$ cat src/rtl/cpu_pkg.sv
// Shared definitions for the 16-bit CISC core front end: bus/byte widths,
// prefetch FSM state encoding and the modulo pointer helper.
package cpu_pkg;

    localparam int BYTE_W = 8;
    localparam int BUS_W  = 16;

    typedef enum logic {
        PQ_IDLE = 1'b0,
        PQ_REQ  = 1'b1
    } pq_state_e;

    // Advance a circular pointer by n (n < depth). The wrap is an explicit
    // compare-and-subtract so that non-power-of-two depths work.
    function automatic int ptr_inc(input int ptr, input int n, input int depth);
        int sum;
        sum = ptr + n;
        if (sum >= depth) begin
            sum = sum - depth;
        end
        return sum;
    endfunction

endpackage

$ cat src/rtl/pq_regfile.sv
// Byte storage for the prefetch queue: DEPTH x 8 registers with two write
// ports (one bus word lands in two consecutive slots) and two async reads.
module pq_regfile
    import cpu_pkg::*;
#(
    parameter int DEPTH = 6,
    parameter int PTR_W = 3
) (
    input  logic              clk,
    input  logic              rst_n,
    input  logic              we0,
    input  logic [PTR_W-1:0]  wa0,
    input  logic [BYTE_W-1:0] wd0,
    input  logic              we1,
    input  logic [PTR_W-1:0]  wa1,
    input  logic [BYTE_W-1:0] wd1,
    input  logic [PTR_W-1:0]  ra0,
    output logic [BYTE_W-1:0] rd0,
    input  logic [PTR_W-1:0]  ra1,
    output logic [BYTE_W-1:0] rd1
);

    logic [BYTE_W-1:0] mem [DEPTH];

    // Write both ports; callers never aim them at the same slot in one cycle.
    always_ff @(posedge clk or negedge rst_n) begin
        if (!rst_n) begin
            for (int i = 0; i < DEPTH; i++) begin
                mem[i] <= '0;
            end
        end else begin
            if (we0) begin
                mem[wa0] <= wd0;
            end
            if (we1) begin
                mem[wa1] <= wd1;
            end
        end
    end

    assign rd0 = mem[ra0];
    assign rd1 = mem[ra1];

endmodule

$ cat src/rtl/prefetch_queue.sv
// Instruction prefetch queue: fetches little-endian bus words ahead of the
// decoder, buffers them as bytes in a circular queue and presents the two
// oldest bytes. Flush redirects fetching to an arbitrary (even or odd) byte.
//
// Bus handshake: fetch_req rises with fetch_addr stable and holds until a
// cycle in which fetch_ack is high; that cycle transfers fetch_data and ends
// the request. A flush withdraws any pending request; the bus never acks a
// withdrawn request.
module prefetch_queue
    import cpu_pkg::*;
#(
    parameter int                DEPTH      = 6,
    parameter int                ADDR_W     = 16,
    parameter logic [ADDR_W-1:0] RESET_ADDR = 16'h0000
) (
    input  logic                         clk,
    input  logic                         rst_n,
    input  logic                         flush,
    input  logic [ADDR_W-1:0]            flush_addr,
    output logic                         fetch_req,
    output logic [ADDR_W-1:0]            fetch_addr,
    input  logic                         fetch_ack,
    input  logic [BUS_W-1:0]             fetch_data,
    input  logic [1:0]                   pop,
    output logic [BYTE_W-1:0]            q_byte0,
    output logic [BYTE_W-1:0]            q_byte1,
    output logic [$clog2(DEPTH+1)-1:0]   count,
    output logic                         pop_err,
    output pq_state_e                    dbg_state
);

    localparam int PTR_W = $clog2(DEPTH);
    localparam int CNT_W = $clog2(DEPTH+1);

    pq_state_e         state;
    logic              skip_lo;
    logic [PTR_W-1:0]  rd_ptr;
    logic [PTR_W-1:0]  wr_ptr;
    logic [PTR_W-1:0]  rd_ptr_p1;
    logic [PTR_W-1:0]  wr_ptr_p1;
    logic [CNT_W-1:0]  free_cnt;
    logic              ack_take;
    logic              pop_ok;
    logic [1:0]        push_n;
    logic [1:0]        pop_n;
    logic [BYTE_W-1:0] wd0;

    assign dbg_state = state;

    // Derive this cycle's push/pop amounts and pointer neighbours.
    always_comb begin
        free_cnt  = CNT_W'(DEPTH) - count;
        ack_take  = (state == PQ_REQ) && fetch_ack && !flush;
        pop_ok    = (pop != 2'd3) && (CNT_W'(pop) <= count);
        push_n    = 2'd0;
        if (ack_take) begin
            push_n = skip_lo ? 2'd1 : 2'd2;
        end
        pop_n     = pop_ok ? pop : 2'd0;
        rd_ptr_p1 = PTR_W'(ptr_inc(int'(rd_ptr), 1, DEPTH));
        wr_ptr_p1 = PTR_W'(ptr_inc(int'(wr_ptr), 1, DEPTH));
        wd0       = skip_lo ? fetch_data[15:8] : fetch_data[7:0];
    end

    // Fetch FSM with registered request, address and odd-start skip flag.
    always_ff @(posedge clk or negedge rst_n) begin
        if (!rst_n) begin
            state      <= PQ_IDLE;
            fetch_req  <= 1'b0;
            fetch_addr <= RESET_ADDR;
            skip_lo    <= 1'b0;
        end else if (flush) begin
            state      <= PQ_IDLE;
            fetch_req  <= 1'b0;
            fetch_addr <= {flush_addr[ADDR_W-1:1], 1'b0};
            skip_lo    <= flush_addr[0];
        end else begin
            case (state)
                PQ_IDLE: begin
                    // Space is reserved here; pops can only add to it.
                    if (free_cnt >= CNT_W'(2)) begin
                        state     <= PQ_REQ;
                        fetch_req <= 1'b1;
                    end
                end
                PQ_REQ: begin
                    if (fetch_ack) begin
                        state      <= PQ_IDLE;
                        fetch_req  <= 1'b0;
                        fetch_addr <= fetch_addr + ADDR_W'(2);
                        skip_lo    <= 1'b0;
                    end
                end
                default: begin
                    state     <= PQ_IDLE;
                    fetch_req <= 1'b0;
                end
            endcase
        end
    end

    // Queue pointers, occupancy and the illegal-pop pulse.
    always_ff @(posedge clk or negedge rst_n) begin
        if (!rst_n) begin
            rd_ptr  <= '0;
            wr_ptr  <= '0;
            count   <= '0;
            pop_err <= 1'b0;
        end else if (flush) begin
            rd_ptr  <= '0;
            wr_ptr  <= '0;
            count   <= '0;
            pop_err <= 1'b0;
        end else begin
            pop_err <= !pop_ok;
            if (ack_take) begin
                wr_ptr <= PTR_W'(ptr_inc(int'(wr_ptr), int'(push_n), DEPTH));
            end
            if (pop_ok) begin
                rd_ptr <= PTR_W'(ptr_inc(int'(rd_ptr), int'(pop_n), DEPTH));
            end
            count <= count + CNT_W'(push_n) - CNT_W'(pop_n);
        end
    end

    pq_regfile #(
        .DEPTH (DEPTH),
        .PTR_W (PTR_W)
    ) u_regfile (
        .clk   (clk),
        .rst_n (rst_n),
        .we0   (ack_take),
        .wa0   (wr_ptr),
        .wd0   (wd0),
        .we1   (ack_take && !skip_lo),
        .wa1   (wr_ptr_p1),
        .wd1   (fetch_data[15:8]),
        .ra0   (rd_ptr),
        .rd0   (q_byte0),
        .ra1   (rd_ptr_p1),
        .rd1   (q_byte1)
    );

endmodule
$ cat config.mk
export PLATFORM = sky130hd
export DESIGN_NAME = prefetch_queue
export DESIGN_NICKNAME = d
export VERILOG_FILES = /design/src/rtl/cpu_pkg.sv /design/src/rtl/pq_regfile.sv /design/src/rtl/prefetch_queue.sv
export SDC_FILE = /design/constraint.sdc
export NUM_CORES = 1
export LEC_CHECK = 0
export ABC_CLOCK_PERIOD_IN_PS = 5000
export CAP_MARGIN = 20
export CORE_UTILIZATION = 60
export CTS_CLUSTER_SIZE = 10
export DETAILED_ROUTE_END_ITERATION = 10
export PLACE_DENSITY = 0.89
export SLEW_MARGIN = 20
export SYNTH_ARGS = -nofsm -noshare
export SYNTH_HDL_FRONTEND = slang
export SYNTH_HIERARCHICAL = 1
export SYNTH_SLANG_ARGS = --single-unit
$ cat constraint.sdc
create_clock -name clk -period 5 [get_ports clk]
set_input_delay 0.75 -clock clk [delete_from_list [all_inputs] [get_ports clk]]
set_output_delay 0.75 -clock clk [all_outputs]
set_load 0.02 [all_outputs]
==> flow_summary.ini, run 1 <==
[yosys]
syn-num-nets = 583
netlist-cell-type-count = 52
synth_cells = 526
synthesis.area_um2 = 5200
syn_avg_cell_area_um2 = 9.88
synth-edff-count = 0
synth_seq_area_share_pct = 36.6
yosys_warnings = 6
async_reset_ff_share_pct = 100
synth_ff_type = dfrtp_1
synth_seq_cells = 76

[sta]
tightestPinTransition_ns = 0.963
period_share_pct = 89.7
period_needed_ns = 4.48
slew_viol_final = 0
rsz0062_at_grt = false
relSlewSlack_pct = 35.8
max_freq_mhz = 223
clock_skew_ns = 0.00984
finalSetupTns_ns = 0
hold_viol = 0
setup_violations = 0

[die]
initial_core_util_pct = 62.6
dieArea_um2 = 9040
die_x_um = 95.1
core_um2 = 8300
die_height_um = 95.1
io_pins = 76
fp-row-count = 33

[critical_path]
cp-end-kind = primary output
slowest_delay_ns = 0.74
cp_top_family = buffers and inverters
worstPathRequired_ns = 4.25
critPathKind = flop to primary output
crit_path_cell_trace = inv_1, ha_1, nor2b_1, o21ai_0, o21ai_0, xnor2_1, buf_4, mux4_1, inv_1, o22ai_1, clkdlybuf4s50_1
worst-path-max-fanout = 15
cp.arrival_ns = 3.73
cp_num_buf_inv = 4
slowest_stage = dfrtp_1
critPathLaunchType = flop

[layout]
area_growth_pct = 18.0
num_antenna_cells = 0
drive_above_1_share_pct = 7.30
fin_nets = 642

[power]
swShare_pct = 36.0
peakVddDrop_v = 0.000250
p_comb_share_pct = 43.8
clock_power_share_pct = 21.0
power_density_nw_per_um2 = 402
internal-power_mw = 1.58
power_frac_seq_pct = 35.2
fin_total_pwr_mw = 2.47
p_sw_uw = 889
leakage_nw = 2.59

[clocking]
postCtsHoldBufs = 0
clockBufferDepth = 2
tritoncts = built
cts_sinks = 76
htree_levels = 3
clk_latency_ns = 0.35
cts_buffers = 9
post_cts_resized = 0
cts-root-buf = clkbuf_8
post_cts_buffers = 0
clk_pin_slew_ns = 0.08

[drt]
dr_total_vias = 4391
vias_per_cell = 6.33
wl_per_cell_um = 19.1
drtIter0Drc = 340
ant_nets = 0
first_pass_iters = 7
drc = 0
finalWirelength_mm = 13.3

[placed_design]
gp_congestion = 0.825
dp_hpwl_mm = 8.93
io_buffers = 74

[global_routing]
grt_pass1_vias = 4340
grt_max_degree = 77
grt_pass1_wl_mm = 20.9
gr-total-overflow = 0
grt_use_total_pct = 30.9
antenna_found_initial = 0

[worst_hold_path]
hold_path_class = input pin to async pin

[status]
status = complete, no violations

[job]
cap_violations = 0
## routing by layer
layer | global-route usage, % | wire length (µm)
met1 | 39.5 | 5320
met2 | 51.7 | 6610
met3 | 4.47 | 924
met4 | 14.5 | 399
met5 | 0 | 0
## worst paths after layout
check                               startpoint           endpoint  cells after the start  slack [ns]
worst max-delay path                 rd_ptr[1]         q_byte1[7]                     11        0.52
worst min-delay path                     rst_n   u_regfile/mem[5]                      1        0.52
worst max register to register       wr_ptr[1]  u_regfile/mem[22]                      9        1.72
max in group asynchronous                rst_n           count[0]                      1        3.83
min in group clk                fetch_addr[15]     fetch_addr[15]                      2        0.57
worst min register to register  fetch_addr[15]     fetch_addr[15]                      2        0.57
## final cells by class
| cell class | count | area [µm²] |
|---|---|---|
| clock buffer | 11 | 141 |
| timing repair buffer | 79 | 776 |
| multi-input combinational | 381 | 2970 |
| clock inverter | 4 | 73.8 |
| sequential | 76 | 1900 |
| inverter | 38 | 143 |
| tap | 105 | 131 |
| fill | 546 | 2170 |
## cell usage after synthesis, drive strengths merged (2+ instances only)
cell type / number / share of area (%)
nand3: 5 / 0.48
buf: 21 / 2.8
mux2i: 66 / 13
ha: 15 / 3.6
nor4b: 2 / 0.75
fa: 4 / 1.5
nor2b: 4 / 0.48
and2: 2 / 0.24
nor4: 3 / 0.36
mux4: 16 / 7.9
clkbuf: 10 / 0.77
nand2b: 3 / 0.36
mux2: 10 / 2.2
and3: 2 / 0.24
xnor2: 12 / 2.0
nand2: 57 / 4.1
o22ai: 16 / 1.9
and4bb: 6 / 1.4
nand4: 6 / 1.1
nor3: 9 / 0.87
inv: 38 / 2.7
a211oi: 3 / 0.43
nor2: 29 / 2.1
o311ai: 2 / 0.34
o21ai: 61 / 5.9
a21oi: 25 / 2.4
dfrtp: 76 / 37
nand4b: 4 / 0.67
xor2: 6 / 1.0
## stage by stage
| step | cells | instance area [µm²] | worst slack [ns] | hold WS, ns | util, % |
|---|---|---|---|---|---|
| finish | 694 | 6130 | 0.516 | 0.515 | 73.9 |
| global route | 694 | 6130 | 0.295 | 0.608 | 73.9 |
| CTS | 694 | 6130 | 0.568 | 0.577 | 73.9 |
| detailed placement | 679 | 5920 | 1.03 | 0.566 | 71.3 |
| global placement | 679 | 5920 | 1.15 | 0.542 | 71.3 |
| floorplan | 526 | 5200 | 1.88 | 0.454 | - |
## logic make-up (layout without fill, tap and decap cells)
logic type	after synthesis	after routing	share of synthesized area, %
simple gates	137	137	13.9
compound gates	114	114	12.1
mux	92	92	22.8
flops	76	76	36.6
buf+inv	69	132	6.31
fa+ha+maj	19	19	5.15
xor+xnor	18	18	3.03
other cells	1	1	0.0722
## state kept, by name, summed over array words and instances (netlist names)
register and cells:
wr_ptr 3, dbg_state 1, skip_lo 1, count 3, u_regfile/mem 48, pop_err 1
rd_ptr 3, fetch_req 1, fetch_addr 15
## power by group through the flow
stage / clock network [mW] / registers, mW / logic [mW]
2_1_floorplan: 0 / 0.851 / 0.687
3_3_place_gp: 0 / 0.859 / 1.03
3_5_place_dp: 0 / 0.873 / 1.07
4_1_cts: 0.524 / 0.863 / 1.08
5_1_grt: 0.545 / 0.884 / 1.17
6_report: 0.517 / 0.868 / 1.08
## layout by cell type (no fill, tap or decap), types with 9 or more instances in the layout
cell type and n:
dfrtp_1 76, clkdlybuf4s50_1 73, mux2i_1 66, nand2_1 57, o21ai_0 55, inv_1 38
nor2_1 29, a21oi_1 25, o22ai_1 16, ha_1 15, mux4_1 14, xnor2_1 12
mux2_2 10, clkbuf_8 10, nor3_1 9
Power figures use the tool's default switching activity.
==> run 2, diff against run 1 <==
--- a/config.mk
+++ b/config.mk
@@ -7,12 +7,12 @@
 export LEC_CHECK = 0
 export ABC_CLOCK_PERIOD_IN_PS = 5000
 export CAP_MARGIN = 20
-export CORE_UTILIZATION = 60
+export CORE_UTILIZATION = 59
 export CTS_CLUSTER_SIZE = 10
 export DETAILED_ROUTE_END_ITERATION = 10
-export PLACE_DENSITY = 0.89
+export HOLD_SLACK_MARGIN = 0.06
+export PLACE_DENSITY = 0.88
 export SLEW_MARGIN = 20
 export SYNTH_ARGS = -nofsm -noshare
 export SYNTH_HDL_FRONTEND = slang
-export SYNTH_HIERARCHICAL = 1
 export SYNTH_SLANG_ARGS = --single-unit
==> run 2 against run 1 <==
Compared with the run above: first-iteration DRC count grew 60%; sequential share of layout area increased by 0.88 points; clock-buffer cell count down 2; flip-flop and latch count is the same; global-route usage increased by 2.2 points; power grew 5.8%; register-to-register slack improved by 0.18 ns; maximum frequency fell by 3.4%; sequential power up 2.9%; via count rose by 4.6%; critical path depth is 3 lower.
==> flow_summary.ini, run 2 <==
[status]
status = complete, no violations

[power]
power_density_nw_per_um2 = 437
peakVddDrop_v = 0.000201
leakage_nw = 2.52

[yosys]
synthXorXnorAreaFrac_pct = 3.49
synth-edff-count = 0
synth_ff_type = dfrtp_1
yosysMostFrequentCell = dfrtp_1
synth_compound_area_share_pct = 23.9
synth_seq_cells = 76
yosys.area_share.simple_pct = 13.5
synthAdderAreaFrac_pct = 5.37
synth_area_leaders = dfrtp_1 38%, a22o_1 5.6%, mux2i_1 5.2%, ha_1 3.8%, mux4_2 3.6%
syn-num-nets = 561
async_reset_ff_share_pct = 100
syn_avg_cell_area_um2 = 9.90
synthMuxAreaShare_pct = 11.1
synthesis.area_um2 = 4990
synth_cells = 504
netlist-cell-type-count = 64
synth_seq_area_share_pct = 38.1
yosys.area.top_type = dfrtp_1
yosys_warnings = 0
synthTopCellsByCount = 76 x dfrtp_1, 48 x nand2_1, 32 x a22o_1
netlist.area_leader.share_pct = 38.1
synth_top_family_by_area = compound AO/OA/AOI/OAI gates

[layout]
final_common_cell = dfrtp_1
layout_common_cells = 76 x dfrtp_1, 73 x clkdlybuf4s50_1, 48 x nand2_1
reg_top3 = u_regfile.mem (48), fetch_addr (15)
fin_util_pct = 72.6
drive_above_1_share_pct = 9.46
area_growth_pct = 19.6
top_register = u_regfile.mem
fin_nets = 623
num_antenna_cells = 0
final_area_um2 = 5960
largest_reg_flops = 48

[drt]
finalWirelength_mm = 14.0
drc = 0
drtIter0Drc = 544
dr_total_vias = 4595
vias_per_cell = 6.80
ant_nets = 0
first_pass_iters = 5
wl_per_cell_um = 20.7

[die]
die_height_um = 93.9
initial_core_util_pct = 60.7
io_pins = 76
dieArea_um2 = 8820
fp-row-count = 33
core_um2 = 8220
die_x_um = 93.9

[sta]
period_share_pct = 92.8
finalSetupTns_ns = 0
slew_viol_final = 0
clock_skew_ns = 0.0167
max_freq_mhz = 215
period_needed_ns = 4.64
hold_viol = 0
relSlewSlack_pct = 33.3
setup_violations = 0
rsz0062_at_grt = false
tightestPinTransition_ns = 1.00

[global_routing]
antenna_found_initial = 0
grt_use_total_pct = 33.1
grt_pass1_wl_mm = 22.0
grt_pass1_vias = 4424
gr-total-overflow = 0
grt_max_degree = 77

[placed_design]
io_buffers = 74
placed_area_um2 = 5760
gp_congestion = 1.03
dp_hpwl_mm = 9.86

[clocking]
clk_latency_ns = 0.38
cts_sinks = 76
clk_pin_slew_ns = 0.10
clockBufferDepth = 2
tritoncts = built
cts-root-buf = clkbuf_8
cts_buffers = 9
post_cts_buffers = 0
post_cts_resized = 0
postCtsHoldBufs = 0
htree_levels = 3

[critical_path]
critPathKind = flop to primary output
cp_num_buf_inv = 2
cp-end-kind = primary output
crit_path_cell_trace = inv_1, ha_1, nor2b_1, o21ai_0, xnor2_4, mux2i_1, o221ai_1, clkdlybuf4s50_1
path_depth = 8
reg2reg_depth = 11
cp_top_family = buffers and inverters
worst-path-max-fanout = 16
worstPathRequired_ns = 4.25
slowest_stage = dfrtp_1
cp.arrival_ns = 3.89
critPathLaunchType = flop
slowest_delay_ns = 0.83

[worst_hold_path]
hold_path_class = input pin to async pin

[job]
cap_violations = 0
==> run 2: worst paths after layout <==
| path | from | end | slack, ns |
|---|---|---|---|
| max in group asynchronous | rst_n | fetch_addr[9] | 3.81 |
| max reg2reg | count[1] | count[2] | 1.90 |
| min | rst_n | u_regfile.mem[5] | 0.51 |
| max | rd_ptr[1] | q_byte1[3] | 0.36 |
| min reg2reg | fetch_req | fetch_req | 0.59 |
| min in group clk | fetch_req | fetch_req | 0.59 |
==> run 2: metrics by stage <==
stage | hold slack, ns | instances | setup WS, ns | power (mW)
floorplan | 0.454 | 504 | 1.85 | 1.68
global placement | 0.542 | 660 | 0.877 | 2.05
detailed placement | 0.571 | 660 | 0.632 | 2.11
CTS | 0.572 | 676 | 0.212 | 2.58
global route | 0.600 | 676 | 0.202 | 2.73
finish | 0.512 | 676 | 0.359 | 2.61
==> run 2: cells by family after synthesis <==
family,Yosys count
and+or+nand+nor,134
muxes,44
buffers and inverters,50
xor gates and xnor gates,19
other,1
adders and majority gates,19
DFF,76
AOI/OAI and AO/OA,161
==> run 2: report_power, final <==
part / leakage, nW / switching [mW] / internal (mW)
registers: 0.988 / 0.163 / 0.730
clock network: 0.0943 / 0.278 / 0.192
logic: 1.44 / 0.611 / 0.632
total: 2.52 / 1.05 / 1.56
==> run 2: final cells by class <==
cell class / count / area, µm²
fill: 580 / 2250
clock buffer: 9 / 124
tap: 105 / 131
clock inverter: 7 / 65.1
sequential: 76 / 1900
inverter: 23 / 86.3
timing repair buffer: 78 / 768
multi-input combinational: 378 / 2890
==> run 2: metal layers <==
layer  vias up  global-route usage [%]  routed length [µm]  part of all wire [%]
met5         -                       0                   0                     0
met4         0                    14.4                 378                   2.7
met3        41                    8.01                1280                   9.1
met2       284                    50.5                6710                    48
met1      2244                    44.7                5630                    40
li1       2026                       -                   -                     -
==> run 3, diff against run 2 <==
--- a/config.mk
+++ b/config.mk
@@ -7,6 +7,8 @@
 export LEC_CHECK = 0
 export ABC_CLOCK_PERIOD_IN_PS = 5000
 export CAP_MARGIN = 20
+export CORE_ASPECT_RATIO = 0.5
+export CORE_MARGIN = 5
 export CORE_UTILIZATION = 59
 export CTS_CLUSTER_SIZE = 10
 export DETAILED_ROUTE_END_ITERATION = 10
==> run 3 against run 2 <==
Compared with the run above: clock skew fell by 0.0081 ns; utilization rose by 2.7 points; non-clock buffer count rose by 3; die area rose by 19%; maximum frequency rose by 15%; critical path type unchanged.
==> flow_summary.ini, run 3 (synthesis gave the netlist of run 2 again) <==
[status]
status = complete, no violations

[clocking]
clockBufferDepth = 2
post_cts_resized = 0
tritoncts = built
cts_buffers = 9
clk_pin_slew_ns = 0.07
htree_levels = 3
cts-root-buf = clkbuf_16
clk_latency_ns = 0.35
cts_sinks = 76
postCtsHoldBufs = 0
post_cts_buffers = 0

[drt]
vias_per_cell = 6.55
drtIter0Drc = 531
wl_per_cell_um = 20.2
ant_nets = 0
first_pass_iters = 5
finalWirelength_mm = 13.9
drc = 0
dr_total_vias = 4492

[die]
die_x_um = 140
io_pins = 76
dieArea_um2 = 10500
initial_core_util_pct = 61.5
die_height_um = 75.0
fp-row-count = 23
core_um2 = 8120

[sta]
hold_viol = 0
setup_violations = 0
max_freq_mhz = 248
period_needed_ns = 4.03
clock_skew_ns = 0.00859
worst_hold_slack_ns = 0.411
period_share_pct = 80.6
tightestPinTransition_ns = 1.02
rsz0062_at_grt = false
finalSetupTns_ns = 0
relSlewSlack_pct = 31.4
slew_viol_final = 0

[layout]
layout_common_cells = 76 x dfrtp_1, 73 x clkdlybuf4s50_1, 48 x nand2_1
seq_area_um2 = 1900
multiInputGateArea_um2 = 2880
area_growth_pct = 22.5
final_area_um2 = 6110
drive_above_1_share_pct = 10.1
largest_reg_flops = 48
reg_top3 = u_regfile.mem (48), fetch_addr (15)
fin_nets = 626
num_antenna_cells = 0
final_common_cell = dfrtp_1
n_fill_cell = 575
top_register = u_regfile.mem

[critical_path]
regToRegStartpoint = count[1]
critPathLaunchType = flop
worstPathRequired_ns = 4.25
crit_path_cell_trace = inv_1, ha_1, nor2b_1, o21ai_0, xnor2_2, buf_6, mux2i_1, o221ai_1, clkdlybuf4s50_1
endpoint = q_byte1[3]
cp-end-kind = primary output
slowest_stage = clkdlybuf4s50_1
reg2reg_depth = 11
worst-path-max-fanout = 10
critPathKind = flop to primary output
cp.arrival_ns = 3.28
slowest_delay_ns = 0.67
r2r_slack_ns = 1.94
timing.rr.end = count[2]
worstSetupStartpoint = rd_ptr[1]

[placed_design]
gp_congestion = 0.947
io_buffers = 74
dp_hpwl_mm = 9.65
placed_area_um2 = 5790

[global_routing]
antenna_found_initial = 0
grt_pass1_wl_mm = 22.6
grt_pass1_vias = 4447
grt_max_degree = 77
grt_use_total_pct = 27.6
gr-total-overflow = 0

[worst_hold_path]
hold_path_class = input pin to async pin

[power]
peakVddDrop_v = 0.000268
power_density_nw_per_um2 = 457
leakage_nw = 2.59

[job]
cap_violations = 0
[run 3: changes by cell type in the layout (fill, tap and decap cells not counted), moves of 2 or more]
cell and change:
clkbuf_8 -9, buf_6 +2, inv_8 -2, clkbuf_16 +9
[run 3: layer usage]
layer | vias up | track usage, % | share of wire (%)
met1 | 2130 | 35.7 | 42
met4 | 0 | 13.6 | 3.4
li1 | 2034 | - | -
met3 | 44 | 8.69 | 10
met5 | - | 0 | 0
met2 | 284 | 43.2 | 45
[run 3: worst min path at each step]
stage / start / to / slack, ns / depth (start not counted)
floorplan: rst_n / count[0] / 0.45 / 0
global placement: fetch_req / fetch_req / 0.55 / 2
detailed placement: fetch_req / fetch_req / 0.56 / 2
CTS: fetch_req / fetch_req / 0.57 / 2
global route: rst_n / u_regfile.mem[30] / 0.49 / 1
finish: rst_n / u_regfile.mem[42] / 0.41 / 1
[run 3: cell type report]
class / instances / area share [%]
Clock inverter: 7 / 1.25
Inverter: 23 / 1.41
Timing Repair Buffer: 81 / 13.1
Sequential cell: 76 / 31.1
Clock buffer: 9 / 3.69
Tap cell: 112 / 2.29
Multi-Input combinational cell: 378 / 47.2
[run 3: report_power, final]
group | switching (mW) | internal [mW] | total [mW]
registers | 0.119 | 0.733 | 0.852
logic | 0.630 | 0.640 | 1.27
clock network | 0.278 | 0.389 | 0.667
[run 3: through the flow]
stage,util [%],cells,setup slack [ns],power (mW)
after global routing,75.3,686,0.840,2.93
after detailed placement,71.4,670,1.19,2.12
after CTS,75.1,686,1.02,2.79
final,75.3,686,0.969,2.79
after global placement,71.2,669,1.18,2.06
after floorplan,-,504,1.85,1.68
[run 3: critical path: cells and delay by family (launching register included)]
| family | cells | cell delay, ns |
|---|---|---|
| AO/OA/AOI/OAI | 2 | 0.39 |
| XOR/XNOR | 1 | 0.52 |
| adder cells (fa/ha/maj) | 1 | 0.25 |
| buffers and inverters | 3 | 1.08 |
| flip-flops | 1 | 0.43 |
| multiplexers | 1 | 0.10 |
| AND/OR/NAND/NOR | 1 | 0.16 |
